===== config.mk =====
export PLATFORM = sky130hd
export DESIGN_NAME = output_comparator_flat
export DESIGN_NICKNAME = d
export VERILOG_FILES = /design/src/rtl/output_comparator_pkg.sv /design/src/rtl/output_comparator_if.sv /design/src/rtl/output_comparator_absdiff.sv /design/src/rtl/output_comparator.sv /design/src/flat_wrapper.sv
export SDC_FILE = /design/constraint.sdc
export NUM_CORES = 1
export LEC_CHECK = 0
export ABC_AREA = 1
export CORE_MARGIN = 2
export CORE_UTILIZATION = 50
export CTS_BUF_LIST = sky130_fd_sc_hd__clkbuf_16
export CTS_CLUSTER_DIAMETER = 40
export DETAILED_ROUTE_END_ITERATION = 6
export HOLD_SLACK_MARGIN = 0.12
export PLACE_DENSITY_LB_ADDON = 0.1
export SLEW_MARGIN = 15
export SYNTH_ARGS = -nofsm -noshare
export SYNTH_HDL_FRONTEND = slang
export SYNTH_HIERARCHICAL = 1
export SYNTH_SLANG_ARGS = --single-unit

===== constraint.sdc =====
create_clock -name clk -period 3.6 [get_ports clk]
set_input_delay 0.54 -clock clk [delete_from_list [all_inputs] [get_ports clk]]
set_output_delay 0.54 -clock clk [all_outputs]
set_load 0.1 [all_outputs]

===== src/rtl/output_comparator_pkg.sv =====
// Shared defaults for the output comparator block.
// Provides the default sample width, golden depth, signedness and tolerance
// used by output_comparator and its interface.
package comparator_pkg;

  localparam int DEF_DATA_WIDTH = 24;
  localparam int DEF_DEPTH      = 16;
  localparam int DEF_IS_SIGNED  = 1;
  localparam int DEF_TOLERANCE  = 0;

  // Address width for a memory of the given depth (at least one bit).
  function automatic int addr_width(input int depth);
    return (depth > 1) ? $clog2(depth) : 1;
  endfunction

endpackage


===== src/rtl/output_comparator_if.sv =====
// Bus bundle for the output comparator.
// Carries the golden-memory write port and the sample-under-test stream.
//   master: testbench/producer side, drives every signal
//   slave : comparator side, receives every signal
interface output_comparator_if
  import comparator_pkg::*;
#(
  parameter int DATA_WIDTH = DEF_DATA_WIDTH,
  parameter int DEPTH      = DEF_DEPTH
);

  localparam int AW = addr_width(DEPTH);

  logic                  gold_wr_en;
  logic [AW-1:0]         gold_wr_addr;
  logic [DATA_WIDTH-1:0] gold_wr_data;
  logic                  dut_ready;
  logic [DATA_WIDTH-1:0] dut_output;

  modport master (
    output gold_wr_en, gold_wr_addr, gold_wr_data, dut_ready, dut_output
  );

  modport slave (
    input gold_wr_en, gold_wr_addr, gold_wr_data, dut_ready, dut_output
  );

endinterface


===== src/rtl/output_comparator_absdiff.sv =====
// Purely combinational absolute difference |a - b|.
// Ports:
//   a, b : DATA_WIDTH-bit operands, two's complement when IS_SIGNED=1
//   diff : DATA_WIDTH+1-bit magnitude of the difference
module output_comparator_absdiff
  import comparator_pkg::*;
#(
  parameter int DATA_WIDTH = DEF_DATA_WIDTH,
  parameter int IS_SIGNED  = DEF_IS_SIGNED
) (
  input  logic [DATA_WIDTH-1:0] a,
  input  logic [DATA_WIDTH-1:0] b,
  output logic [DATA_WIDTH:0]   diff
);

  logic [DATA_WIDTH:0] a_ext;
  logic [DATA_WIDTH:0] b_ext;
  logic [DATA_WIDTH:0] raw;

  // Extend to one extra bit so the difference of any two operands fits as a
  // signed value; the magnitude then always fits unsigned in the same width.
  always_comb begin
    a_ext = {1'b0, a};
    b_ext = {1'b0, b};
    if (IS_SIGNED != 0) begin
      a_ext = {a[DATA_WIDTH-1], a};
      b_ext = {b[DATA_WIDTH-1], b};
    end else begin
      a_ext = {1'b0, a};
      b_ext = {1'b0, b};
    end
    raw = a_ext - b_ext;
    if (raw[DATA_WIDTH]) begin
      diff = b_ext - a_ext;
    end else begin
      diff = raw;
    end
  end

endmodule


===== src/rtl/output_comparator.sv =====
// Streams DUT samples against a golden memory and tallies the result.
// Ports:
//   clk            : rising-edge clock
//   rst_n          : asynchronous reset, active HIGH despite the name
//   clear          : synchronous restart of the check (golden memory kept)
//   bus            : golden write port and sample stream (slave modport)
//   pass_cnt       : samples within tolerance
//   fail_cnt       : samples outside tolerance
//   done           : DEPTH samples compared
//   all_pass       : done with no fail and no overflow
//   first_fail_vld : a mismatch has been captured
//   first_fail_idx : index of the first mismatch
//   overflow       : a sample arrived after done
module output_comparator
  import comparator_pkg::*;
#(
  parameter int DATA_WIDTH = DEF_DATA_WIDTH,
  parameter int DEPTH      = DEF_DEPTH,
  parameter int IS_SIGNED  = DEF_IS_SIGNED,
  parameter int TOLERANCE  = DEF_TOLERANCE,
  localparam int AW = addr_width(DEPTH),
  localparam int CW = $clog2(DEPTH + 1)
) (
  input  logic                  clk,
  input  logic                  rst_n,
  input  logic                  clear,
  output_comparator_if.slave    bus,
  output logic [CW-1:0]         pass_cnt,
  output logic [CW-1:0]         fail_cnt,
  output logic                  done,
  output logic                  all_pass,
  output logic                  first_fail_vld,
  output logic [AW-1:0]         first_fail_idx,
  output logic                  overflow
);

  localparam logic [DATA_WIDTH:0] TOL_V  = (DATA_WIDTH+1)'(TOLERANCE);
  localparam logic [CW-1:0]       LAST_V = CW'(DEPTH - 1);

  logic [DATA_WIDTH-1:0] golden [DEPTH];
  logic [CW-1:0]         idx;
  logic [DATA_WIDTH-1:0] gold_rd;
  logic [DATA_WIDTH:0]   diff;
  logic                  sample_ok;

  // Golden memory write port; contents survive reset and clear.
  always_ff @(posedge clk) begin
    if (bus.gold_wr_en) begin
      golden[bus.gold_wr_addr] <= bus.gold_wr_data;
    end
  end

  // Asynchronous read: a same-cycle write lands at the edge, so the compare
  // naturally sees the old value. idx == DEPTH only once done, when the read
  // is unused, so truncating it to the address width is safe.
  assign gold_rd = golden[idx[AW-1:0]];

  output_comparator_absdiff #(
    .DATA_WIDTH (DATA_WIDTH),
    .IS_SIGNED  (IS_SIGNED)
  ) u_absdiff (
    .a    (bus.dut_output),
    .b    (gold_rd),
    .diff (diff)
  );

  assign sample_ok = (diff <= TOL_V);

  // Sample pointer, counters and status flags.
  always_ff @(posedge clk or posedge rst_n) begin
    if (rst_n) begin
      idx            <= '0;
      pass_cnt       <= '0;
      fail_cnt       <= '0;
      done           <= 1'b0;
      overflow       <= 1'b0;
      first_fail_vld <= 1'b0;
      first_fail_idx <= '0;
    end else if (clear) begin
      idx            <= '0;
      pass_cnt       <= '0;
      fail_cnt       <= '0;
      done           <= 1'b0;
      overflow       <= 1'b0;
      first_fail_vld <= 1'b0;
      first_fail_idx <= '0;
    end else if (bus.dut_ready) begin
      if (done) begin
        overflow <= 1'b1;
      end else begin
        if (sample_ok) begin
          pass_cnt <= pass_cnt + CW'(1);
        end else begin
          fail_cnt <= fail_cnt + CW'(1);
          if (!first_fail_vld) begin
            first_fail_vld <= 1'b1;
            first_fail_idx <= idx[AW-1:0];
          end
        end
        idx <= idx + CW'(1);
        if (idx == LAST_V) begin
          done <= 1'b1;
        end
      end
    end
  end

  assign all_pass = done && (fail_cnt == '0) && !overflow;

endmodule


===== src/flat_wrapper.sv =====
// flat-port wrapper written by rule: the top's interface ports become plain ports
module output_comparator_flat import comparator_pkg::*;
#(
  parameter int DATA_WIDTH = DEF_DATA_WIDTH,
  parameter int DEPTH      = DEF_DEPTH,
  parameter int IS_SIGNED  = DEF_IS_SIGNED,
  parameter int TOLERANCE  = DEF_TOLERANCE,
  localparam int AW = addr_width(DEPTH),
  localparam int CW = $clog2(DEPTH + 1)
)
  (clk, rst_n, clear, pass_cnt, fail_cnt, done, all_pass, first_fail_vld, first_fail_idx, overflow, bus_gold_wr_en, bus_gold_wr_addr, bus_gold_wr_data, bus_dut_ready, bus_dut_output);
  output_comparator_if #(.DATA_WIDTH(DATA_WIDTH), .DEPTH(DEPTH)) bus_i ();
  input  logic clk;
  input  logic rst_n;
  input  logic clear;
  output logic [CW-1:0] pass_cnt;
  output logic [CW-1:0] fail_cnt;
  output logic done;
  output logic all_pass;
  output logic first_fail_vld;
  output logic [AW-1:0] first_fail_idx;
  output logic overflow;
  input wire logic [$bits(bus_i.gold_wr_en)-1:0] bus_gold_wr_en;
  input wire logic [$bits(bus_i.gold_wr_addr)-1:0] bus_gold_wr_addr;
  input wire logic [$bits(bus_i.gold_wr_data)-1:0] bus_gold_wr_data;
  input wire logic [$bits(bus_i.dut_ready)-1:0] bus_dut_ready;
  input wire logic [$bits(bus_i.dut_output)-1:0] bus_dut_output;
  assign bus_i.gold_wr_en = bus_gold_wr_en;
  assign bus_i.gold_wr_addr = bus_gold_wr_addr;
  assign bus_i.gold_wr_data = bus_gold_wr_data;
  assign bus_i.dut_ready = bus_dut_ready;
  assign bus_i.dut_output = bus_dut_output;
  output_comparator #(.DATA_WIDTH(DATA_WIDTH), .DEPTH(DEPTH), .IS_SIGNED(IS_SIGNED), .TOLERANCE(TOLERANCE)) u_core (.clk(clk), .rst_n(rst_n), .clear(clear), .bus(bus_i), .pass_cnt(pass_cnt), .fail_cnt(fail_cnt), .done(done), .all_pass(all_pass), .first_fail_vld(first_fail_vld), .first_fail_idx(first_fail_idx), .overflow(overflow));
endmodule

Word level (Yosys, flattened, before mapping)
Memory sizes are Yosys's and may differ from the RTL's.
Cells that the tools add are included.
Word-level totals
  memory bits (writable): 384
  output and inout bits: 18
  word-level logic and storage cells: 60
  memories kept: 1
  register bits after elaboration: 22
  input bits: 57
Cells by class
  add/sub/neg operators: 5
  reductions and logical operators: 12
  magnitude comparators: 1
  equality and inequality tests: 4
  muxes and demuxes: 30
Memories
  u_core.golden: depth 16, width 24, read ports 1, clocked after Yosys merged registers in 0, write ports 1, RTL line output_comparator.sv:40  | logic [DATA_WIDTH-1:0] golden [DEPTH];
Operator list (count)
  5-bit 2-to-1 mux: 11
  24-bit by 24-bit subtractor with 25-bit output: 2
  25-bit by 1-bit less-or-equal comparator with 1-bit output, second input constant: 1
  25-bit 2-to-1 mux: 1
  4-bit 2-to-1 mux: 5
  5-bit by 1-bit adder with 5-bit output, second input constant: 3
  1-bit 2-to-1 mux: 13
  2-bit inequality test, second input constant: 3
  3-bit AND reduction: 2
  2-bit nonzero test: 3
  5-bit by 4-bit == test with 1-bit output, second input constant: 1
  5-bit zero test: 1
  2-bit AND reduction: 2
  4-bit AND reduction: 1
  1-bit logical AND: 2
  1-bit zero test: 1

Logic depth before layout (Yosys ltp)
Gate-level depths: netlist of run 1.
An unclocked memory read counts as a cell.
  word-level depth: 8
  gate-level depth with buffers: 32
  gate-level depth less buffers: 29

Hierarchy
The synthesis of run 1 kept the hierarchy.
Modules (own cells, without submodules)
  output_comparator: area an instance 16199.3 um2, cells an instance 1272, times used 1, sequential area each 12081.6 um2
  output_comparator_absdiff: area an instance 3826.2 um2, cells an instance 769, times used 1, sequential area each 0.0 um2

Worst setup path after synthesis of run 1
No wires, ideal clock.
  path type: reg2out
  from: reg u_core.fail_cnt[0]
  to: out all_pass
  data arrival time: 3.218 ns
  path slack: -0.158 ns
  stages on the path, launching flop included: 5
  data required time: 3.060 ns
  buffers on the path: 0
  cell sequence: dfrtp_1 -> inv_1 -> ha_1 -> nand3_1 -> nor3_1
On the way
  longest elaborated chain between the ends: 3
RTL lines
  start: declaration: RTL line output_comparator.sv:29  | output logic [CW-1:0] fail_cnt,
  start signal: assignment: RTL line output_comparator.sv:94  | fail_cnt <= fail_cnt + CW'(1);
  5-bit zero test: RTL line output_comparator.sv:108  | assign all_pass = done && (fail_cnt == '0) && !overflow;
  1-bit logical AND (2 in series): RTL line output_comparator.sv:108
  end: declaration: RTL line flat_wrapper.sv:19  | output logic all_pass;
No other way between the ends.

Worst setup path in the final report of run 1
  from: reg u_core.idx[0]
  to: reg u_core.pass_cnt[3]
On the way
  longest elaborated chain between the ends: 6
  elaborated cells on any way between the ends: 7
  classes of those cells: add/sub: 2; order compare: 1; mux: 1; reduce/logical: 2; memory: 1
RTL lines
  start: declaration: RTL line output_comparator.sv:41  | logic [CW-1:0] idx;
  start signal: assignment: RTL line output_comparator.sv:100  | idx <= idx + CW'(1);
  memory 16 x 24 bit
  named net u_core.gold_rd[14]: RTL line output_comparator.sv:42  | logic [DATA_WIDTH-1:0] gold_rd;
  24-bit by 24-bit subtractor with 25-bit output: RTL line output_comparator_absdiff.sv:32  | raw = a_ext - b_ext;
  25-bit 2-to-1 mux: RTL line output_comparator_absdiff.sv:33  | if (raw[DATA_WIDTH]) begin
  named net u_core.diff[3]: RTL line output_comparator.sv:43  | logic [DATA_WIDTH:0] diff;
  25-bit by 1-bit less-or-equal comparator with 1-bit output: RTL line output_comparator.sv:67  | assign sample_ok = (diff <= TOL_V);
  2-bit nonzero test (no line)
  3-bit AND reduction (no line)
  end signal: assignment: RTL line output_comparator.sv:92  | pass_cnt <= pass_cnt + CW'(1);
  end: declaration: RTL line output_comparator.sv:28  | output logic [CW-1:0] pass_cnt,
The timed path passes the listed nets, and every way through them passes these cells.
A chain may end at the register's enable or synchronous reset.

==> results of run 1 <==
==> worst paths after layout <==
kind | from | end | slack, ns | cells past startpoint
worst max-delay path | u_core/idx[0] | u_core/pass_cnt[3] | -0.39 | 26
worst min-delay path | rst_n | u_core/pass_cnt[1] | 0.48 | 2
worst max register to register | u_core/idx[0] | u_core/pass_cnt[3] | -0.39 | 26
worst min register to register | u_core/first_fail_idx[0] | u_core/first_fail_idx[0] | 0.53 | 2
max in group asynchronous | rst_n | u_core/idx[1] | 2.45 | 2
min in group clk | u_core/first_fail_idx[0] | u_core/first_fail_idx[0] | 0.53 | 2
==> kinds of logic after synthesis <==
family                     share of synthesized area (%)
AOI/OAI and AO/OA                                  9.597
DFF                                                60.33
and+or+nand+nor                                    18.70
adders and majority gates                          3.511
buffers and inverters                              6.417
xor gates and xnor gates                           1.443
==> stage by stage <==
step,worst slack [ns],hold slack (ns),power (mW),utilization (%)
5_1_grt,-0.6548,0.5600,13.75,66.18
2_1_floorplan,0.005150,0.5080,6.986,-
6_report,-0.3939,0.4817,13.21,66.19
3_5_place_dp,-0.6462,0.5188,8.024,57.74
3_3_place_gp,-0.6143,0.5044,8.000,57.74
4_1_cts,-0.3445,0.4887,13.05,64.83
==> per-layer routing <==
metal	up-vias	GRT usage [%]	routed length, µm
li1	7465	-	-
met1	7716	37.51	24820
met2	660	49.13	30020
met3	132	3.922	4275
met4	2	11.18	1859
met5	-	0	16
==> state kept, by name (all words and copies together) (netlist names) <==
name	flops
u_core/overflow	1
u_core/golden	384
u_core/done	1
u_core/fail_cnt	5
u_core/pass_cnt	5
u_core/first_fail_idx	4
u_core/idx	5
u_core/first_fail_vld	1
==> Yosys cell counts (7+ instances only) <==
library cell / n / area share, %
nand2_1: 407 / 7.6
edfxtp_1: 384 / 58
nor2_1: 325 / 6.1
o21ai_0: 193 / 4.8
inv_1: 188 / 3.5
nand3_1: 118 / 2.9
ha_1: 53 / 3.3
o22ai_1: 48 / 1.5
o211ai_1: 47 / 1.8
buf_2: 36 / 0.90
a21oi_1: 34 / 0.85
clkbuf_1: 33 / 0.62
xor2_1: 25 / 1.1
dfrtp_1: 22 / 2.7
nand2_2: 18 / 0.56
nand4_1: 16 / 0.50
o21ai_1: 16 / 0.40
inv_2: 10 / 0.19
buf_4: 9 / 0.34
clkbuf_2: 8 / 0.20
nor2_2: 8 / 0.25
xnor2_1: 8 / 0.35
buf_6: 7 / 0.39
==> final cells by class <==
class	instances	area, µm²	area share, %
Antenna cell	1	2.502	0.009538
Clock buffer	49	1226	4.674
Clock inverter	40	320.3	1.221
Inverter	199	783.3	2.985
Multi-Input combinational cell	1338	7777	29.64
Sequential cell	406	12090	46.08
Tap cell	525	656.9	2.504
Timing Repair Buffer	313	3353	12.78
Timing Repair inverter	2	27.53	0.1049
==> where the power goes <==
part | internal [mW] | switching (mW)
clock network | 2.77 | 1.90
logic | 1.35 | 1.88
registers | 5.27 | 0.0343
==> timing repair <==
action | CTS | global route
gates resized for setup | 138 | 159
cloned | 15 | 6
setup endpoints to repair | 15 | 15
setup buffers | 12 | 8
pin swaps | 31 | 78
==> metrics.md, run 1 <==
| Metric | Value |
|---|---|
| Status | finished with violations |
| Failing checks | setup timing |
| Post-synthesis cell count | 2,041 |
| First-pass GRT wire length | 89,470 µm |
| RSZ-0062 raised after global routing | yes |
| Final Hold Fails | 0 |
| CP Class | reg2reg |
| Worst Path Arrival | 4.45 ns |
| Die X-Extent | 204.1 µm |
| Global placement routability congestion | 0.9101 |
| Cell count after placement | 2,746 |
| Largest net degree at the start of global routing | 36 |
| Routed vias/inst | 5.560 |
| Worst path max stage delay | 0.44 ns |
| Crit path buf inv count | 6 |
| Asr flop ratio synth | 5.419% |
| Die area | 0.04167 mm² |
| CTS tree | done |
| Setup TNS | -5.130 ns |
| Starting Density | 50.52% |
| Total length of routed wires | 61,000 µm |
| Global route overflow | 0 |
| Worst clock skew | 0.01317 ns |
| Rows | 73 |
| CP startpoint kind | register |
| IO buf count | 74 |
| Initial antenna violation count | 2 |
| Critical path required time | 4.06 ns |
| Residual DRC | 0 |
| Fill count | 3,089 |
| Syn_area_per_cell | 9.812 µm² |
| CP Capture Type | register |
| Max Cap Violations | 0 |
| CP Max Fanout | 8 |
| Core area | 0.03964 mm² |
| Hold_buf cts | 0 |
| Clk_lat worst skew | 0.58 ns |
| Hold/Removal Path Class | in2async |
| Netlist cell types | 40 |
| CTS Buf Count | 48 |
| Reg clk slew, reported paths | 0.05 ns |
| Static Leakage | 10.49 nW |
| Vias in the first global route | 15,750 |
| Longest Clk Path Bufs | 3 |
| Post-detailed-route wirelength per cell | 21.23 µm |
| Post-DP HPWL | 37,020 µm |
| IO Count | 75 |
| Placed Area | 0.02289 mm² |
| GR Util All Layers | 28.83% |
| Vias | 15,980 |
| Drt pass-1 iters | 6 |
| Crit path max-delay cell type | dfrtp_4 |
| # setup viols final | 15 |
| Peak supply drop | 0.5472 mV |
| Final nets | 2,420 |
| CTS sink cnt | 406 |
| Layout area overhead | 31.02% |
| Final instance area | 0.02624 mm² |
| Detailed Route Iter0 Violations | 1,446 |
| Worst-Margin Slew | 0.9710 ns |
| EDFF count, synth | 384 |
| CP delay by family, top | simple AND/OR/NAND/NOR gates |
| Post-route worst setup slack | -0.3939 ns |
| F_max | 250.4 MHz |
| Pwr Density | 503.4 mW/mm² |
| Crit path time final | 3.994 ns |
| Post-Syn Area | 0.02003 mm² |
| Root buf cell | clkbuf_16 |
| Non-filler cells, final | 2,873 |
| Layout cells sized above 1 | 22.88% |
| H-tree depth | 2 |
| Net count after synthesis | 2,153 |
| Post-synthesis sequential area ratio | 60.33% |
| Antenna-violating nets left | 0 |
| Commonest non-fill, non-tap cell in the layout | edfxtp_1 |
| Seq cells post-synth | 406 |
| Slew headroom | 35.07% |
| Post-synth top flop | edfxtp_1 |
| Die H | 204.1 µm |
| Crit share post-route | 110.9% |
| Yosys warning total | 6 |
| Most frequent cells in the layout | 384 x edfxtp_1, 376 x nand2_1, 271 x nor2_1, 193 x inv_1, 171 x buf_4 |
| Fin. max-slew vios | 0 |
(Power assumes the default switching activity.)
==> inputs of run 2 (changes only) <==
--- a/config.mk
+++ b/config.mk
@@ -6,12 +6,13 @@
 export NUM_CORES = 1
 export LEC_CHECK = 0
 export ABC_AREA = 1
-export CORE_MARGIN = 2
+export CORE_MARGIN = 5
 export CORE_UTILIZATION = 50
 export CTS_BUF_LIST = sky130_fd_sc_hd__clkbuf_16
 export CTS_CLUSTER_DIAMETER = 40
 export DETAILED_ROUTE_END_ITERATION = 6
 export HOLD_SLACK_MARGIN = 0.12
+export MAX_ROUTING_LAYER = met4
 export PLACE_DENSITY_LB_ADDON = 0.1
 export SLEW_MARGIN = 15
 export SYNTH_ARGS = -nofsm -noshare
==> run 2 against run 1 <==
The run still ends with setup timing left. Clock power up 6.9%. First-iteration DRC count up 0.90%. Register-to-register slack worse by 0.096 ns. Global-route usage down 2.1 points. Routed wire length down 0.30%. Core utilization up 1.3 points. Critical endpoint is now u_core/fail_cnt[3]. Largest cell class unchanged. Largest power group unchanged.
==> metrics.md, run 2 (synthesis gave the netlist of run 1 again) <==
| Metric | Value |
|---|---|
| Status | finished with violations |
| Failing checks | setup timing |
| Layout area overhead | 33.66% |
| Largest net degree at the start of global routing | 44 |
| Worst path max stage delay | 0.42 ns |
| RSZ-0062 raised after global routing | yes |
| Hold_buf cts | 0 |
| Top reg by flops | u_core/golden |
| Most frequent cells in the layout | 384 x edfxtp_1, 361 x nand2_1, 276 x nor2_1, 195 x buf_4, 188 x inv_1 |
| First-pass GRT wire length | 88,400 µm |
| Post-DP HPWL | 37,810 µm |
| GR Layer Usage met1 | 34.63% |
| Cell mode on critical path | nand2_4 |
| CP Max Fanout | 10 |
| CTS sink cnt | 406 |
| Commonest non-fill, non-tap cell in the layout | edfxtp_1 |
| Core area | 0.03964 mm² |
| Final nets | 2,453 |
| Met2 Usage GRT | 44.04% |
| IO buf count | 74 |
| Fill count | 3,054 |
| Detailed Route Iter0 Violations | 1,459 |
| Die X-Extent | 210.1 µm |
| CP Class | reg2reg |
| CP Capture Type | register |
| Crit path max-delay cell type | dfrtp_4 |
| Post-detailed-route wirelength per cell | 20.91 µm |
| Die H | 210.1 µm |
| # setup viols final | 15 |
| Worst clock skew | 0.03574 ns |
| Peak supply drop | 0.4448 mV |
| GR Util All Layers | 26.76% |
| Rows | 73 |
| Fin. max-slew vios | 0 |
| Layout cells sized above 1 | 25.15% |
| Max Cap Violations | 0 |
| Global placement routability congestion | 0.9325 |
| Starting Density | 50.52% |
| CP startpoint kind | register |
| Max reg flops | 384 |
| Longest Clk Path Bufs | 3 |
| Global route overflow | 0 |
| F_max | 244.5 MHz |
| Worst-Margin Slew | 1.013 ns |
| Worst Path Arrival | 4.56 ns |
| Static Leakage | 10.79 nW |
| Vias in the first global route | 15,540 |
| Die area | 0.04415 mm² |
| Drt pass-1 iters | 6 |
| Critical path required time | 4.07 ns |
| Post-layout util | 67.52% |
| Initial antenna violation count | 2 |
| Root buf cell | clkbuf_16 |
| H-tree depth | 2 |
| Antenna-violating nets left | 0 |
| Hold/Removal Path Class | in2async |
| Crit share post-route | 113.6% |
| Overall power | 13.69 mW |
| Final Hold Fails | 0 |
| Crit path time final | 4.090 ns |
| CTS Buf Count | 51 |
| Layer with the highest usage | met2 |
| Vias | 16,160 |
| Total length of routed wires | 60,810 µm |
| Pwr Density | 511.5 mW/mm² |
| Post-route worst setup slack | -0.4896 ns |
| Slew headroom | 32.39% |
| Routed vias/inst | 5.557 |
| Reg clk slew, reported paths | 0.06 ns |
| IO Count | 75 |
| CTS tree | done |
| Residual DRC | 0 |
| Met3 usage | 4.048% |
| Clk_lat worst skew | 0.60 ns |
-- run 2: cell count changes in the layout (fill, tap and decap cells not counted), sizes merged --
cell	before	now
buf	233	258
clkinvlp	5	3
clkbuf	54	65
nand2	430	429
inv	214	216
-- run 2: final cells by class --
cell class,count,area (µm²),share of cell area [%]
Tap cell,525,656.9,2.454
Clock inverter,42,382.9,1.430
Multi-Input combinational cell,1337,7866,29.39
Clock buffer,52,1301,4.862
Sequential cell,406,12090,45.17
Antenna cell,1,2.502,0.009349
Inverter,199,780.7,2.917
Timing Repair Buffer,346,3686,13.77
-- run 2: metrics by stage --
step | setup WS (ns) | hold WS, ns | cells | cell area, µm² | TNS (ns)
6_report | -0.4896 | 0.4952 | 2908 | 26770 | -6.396
5_1_grt | -0.6689 | 0.5655 | 2908 | 26770 | -9.242
4_1_cts | -0.4600 | 0.5057 | 2873 | 25430 | -6.182
3_5_place_dp | -0.7235 | 0.5339 | 2764 | 23070 | -9.983
3_3_place_gp | -0.6470 | 0.5064 | 2764 | 23070 | -8.912
2_1_floorplan | 0.005150 | 0.5080 | 2041 | 20040 | 0
-- run 2: timing repair --
action	in CTS	in global routing
cloned	5	15
setup endpoints to repair	15	15
hold endpoints to repair	0	0
resized for setup	75	238
pin swaps	18	94
buffers inserted	10	19
-- run 2: routing by layer --
layer / part of all wire [%] / wire length (µm) / vias to the layer above
met5: 0 / 0 / -
met4: 3.3 / 2026 / 0
met3: 6.9 / 4220 / 130
met2: 49 / 29990 / 633
li1: - / - / 7548
met1: 40 / 24580 / 7850
-- run 2: worst paths after layout --
path	endpoint	slack, ns	cells past startpoint	start
min	u_core/done	0.50	2	rst_n
min in group clk	u_core/overflow	0.54	2	u_core/overflow
min reg2reg	u_core/overflow	0.54	2	u_core/overflow
max	u_core/fail_cnt[3]	-0.49	29	u_core/idx[0]
max reg2reg	u_core/fail_cnt[3]	-0.49	29	u_core/idx[0]
max in group asynchronous	u_core/idx[0]	2.35	2	rst_n
-- run 2: critical path: cells and delay by family, from the launching register on --
family,cells,cell delay (ns)
simple gates,18,1.83
buf+inv,7,1.02
fa+ha+maj,1,0.32
flops,1,0.42
compound gates,3,0.35
-- run 2: power by group --
group	internal [mW]	switching (mW)
Clock	2.96	2.03
Combinational	1.46	1.94
Sequential	5.27	0.0291
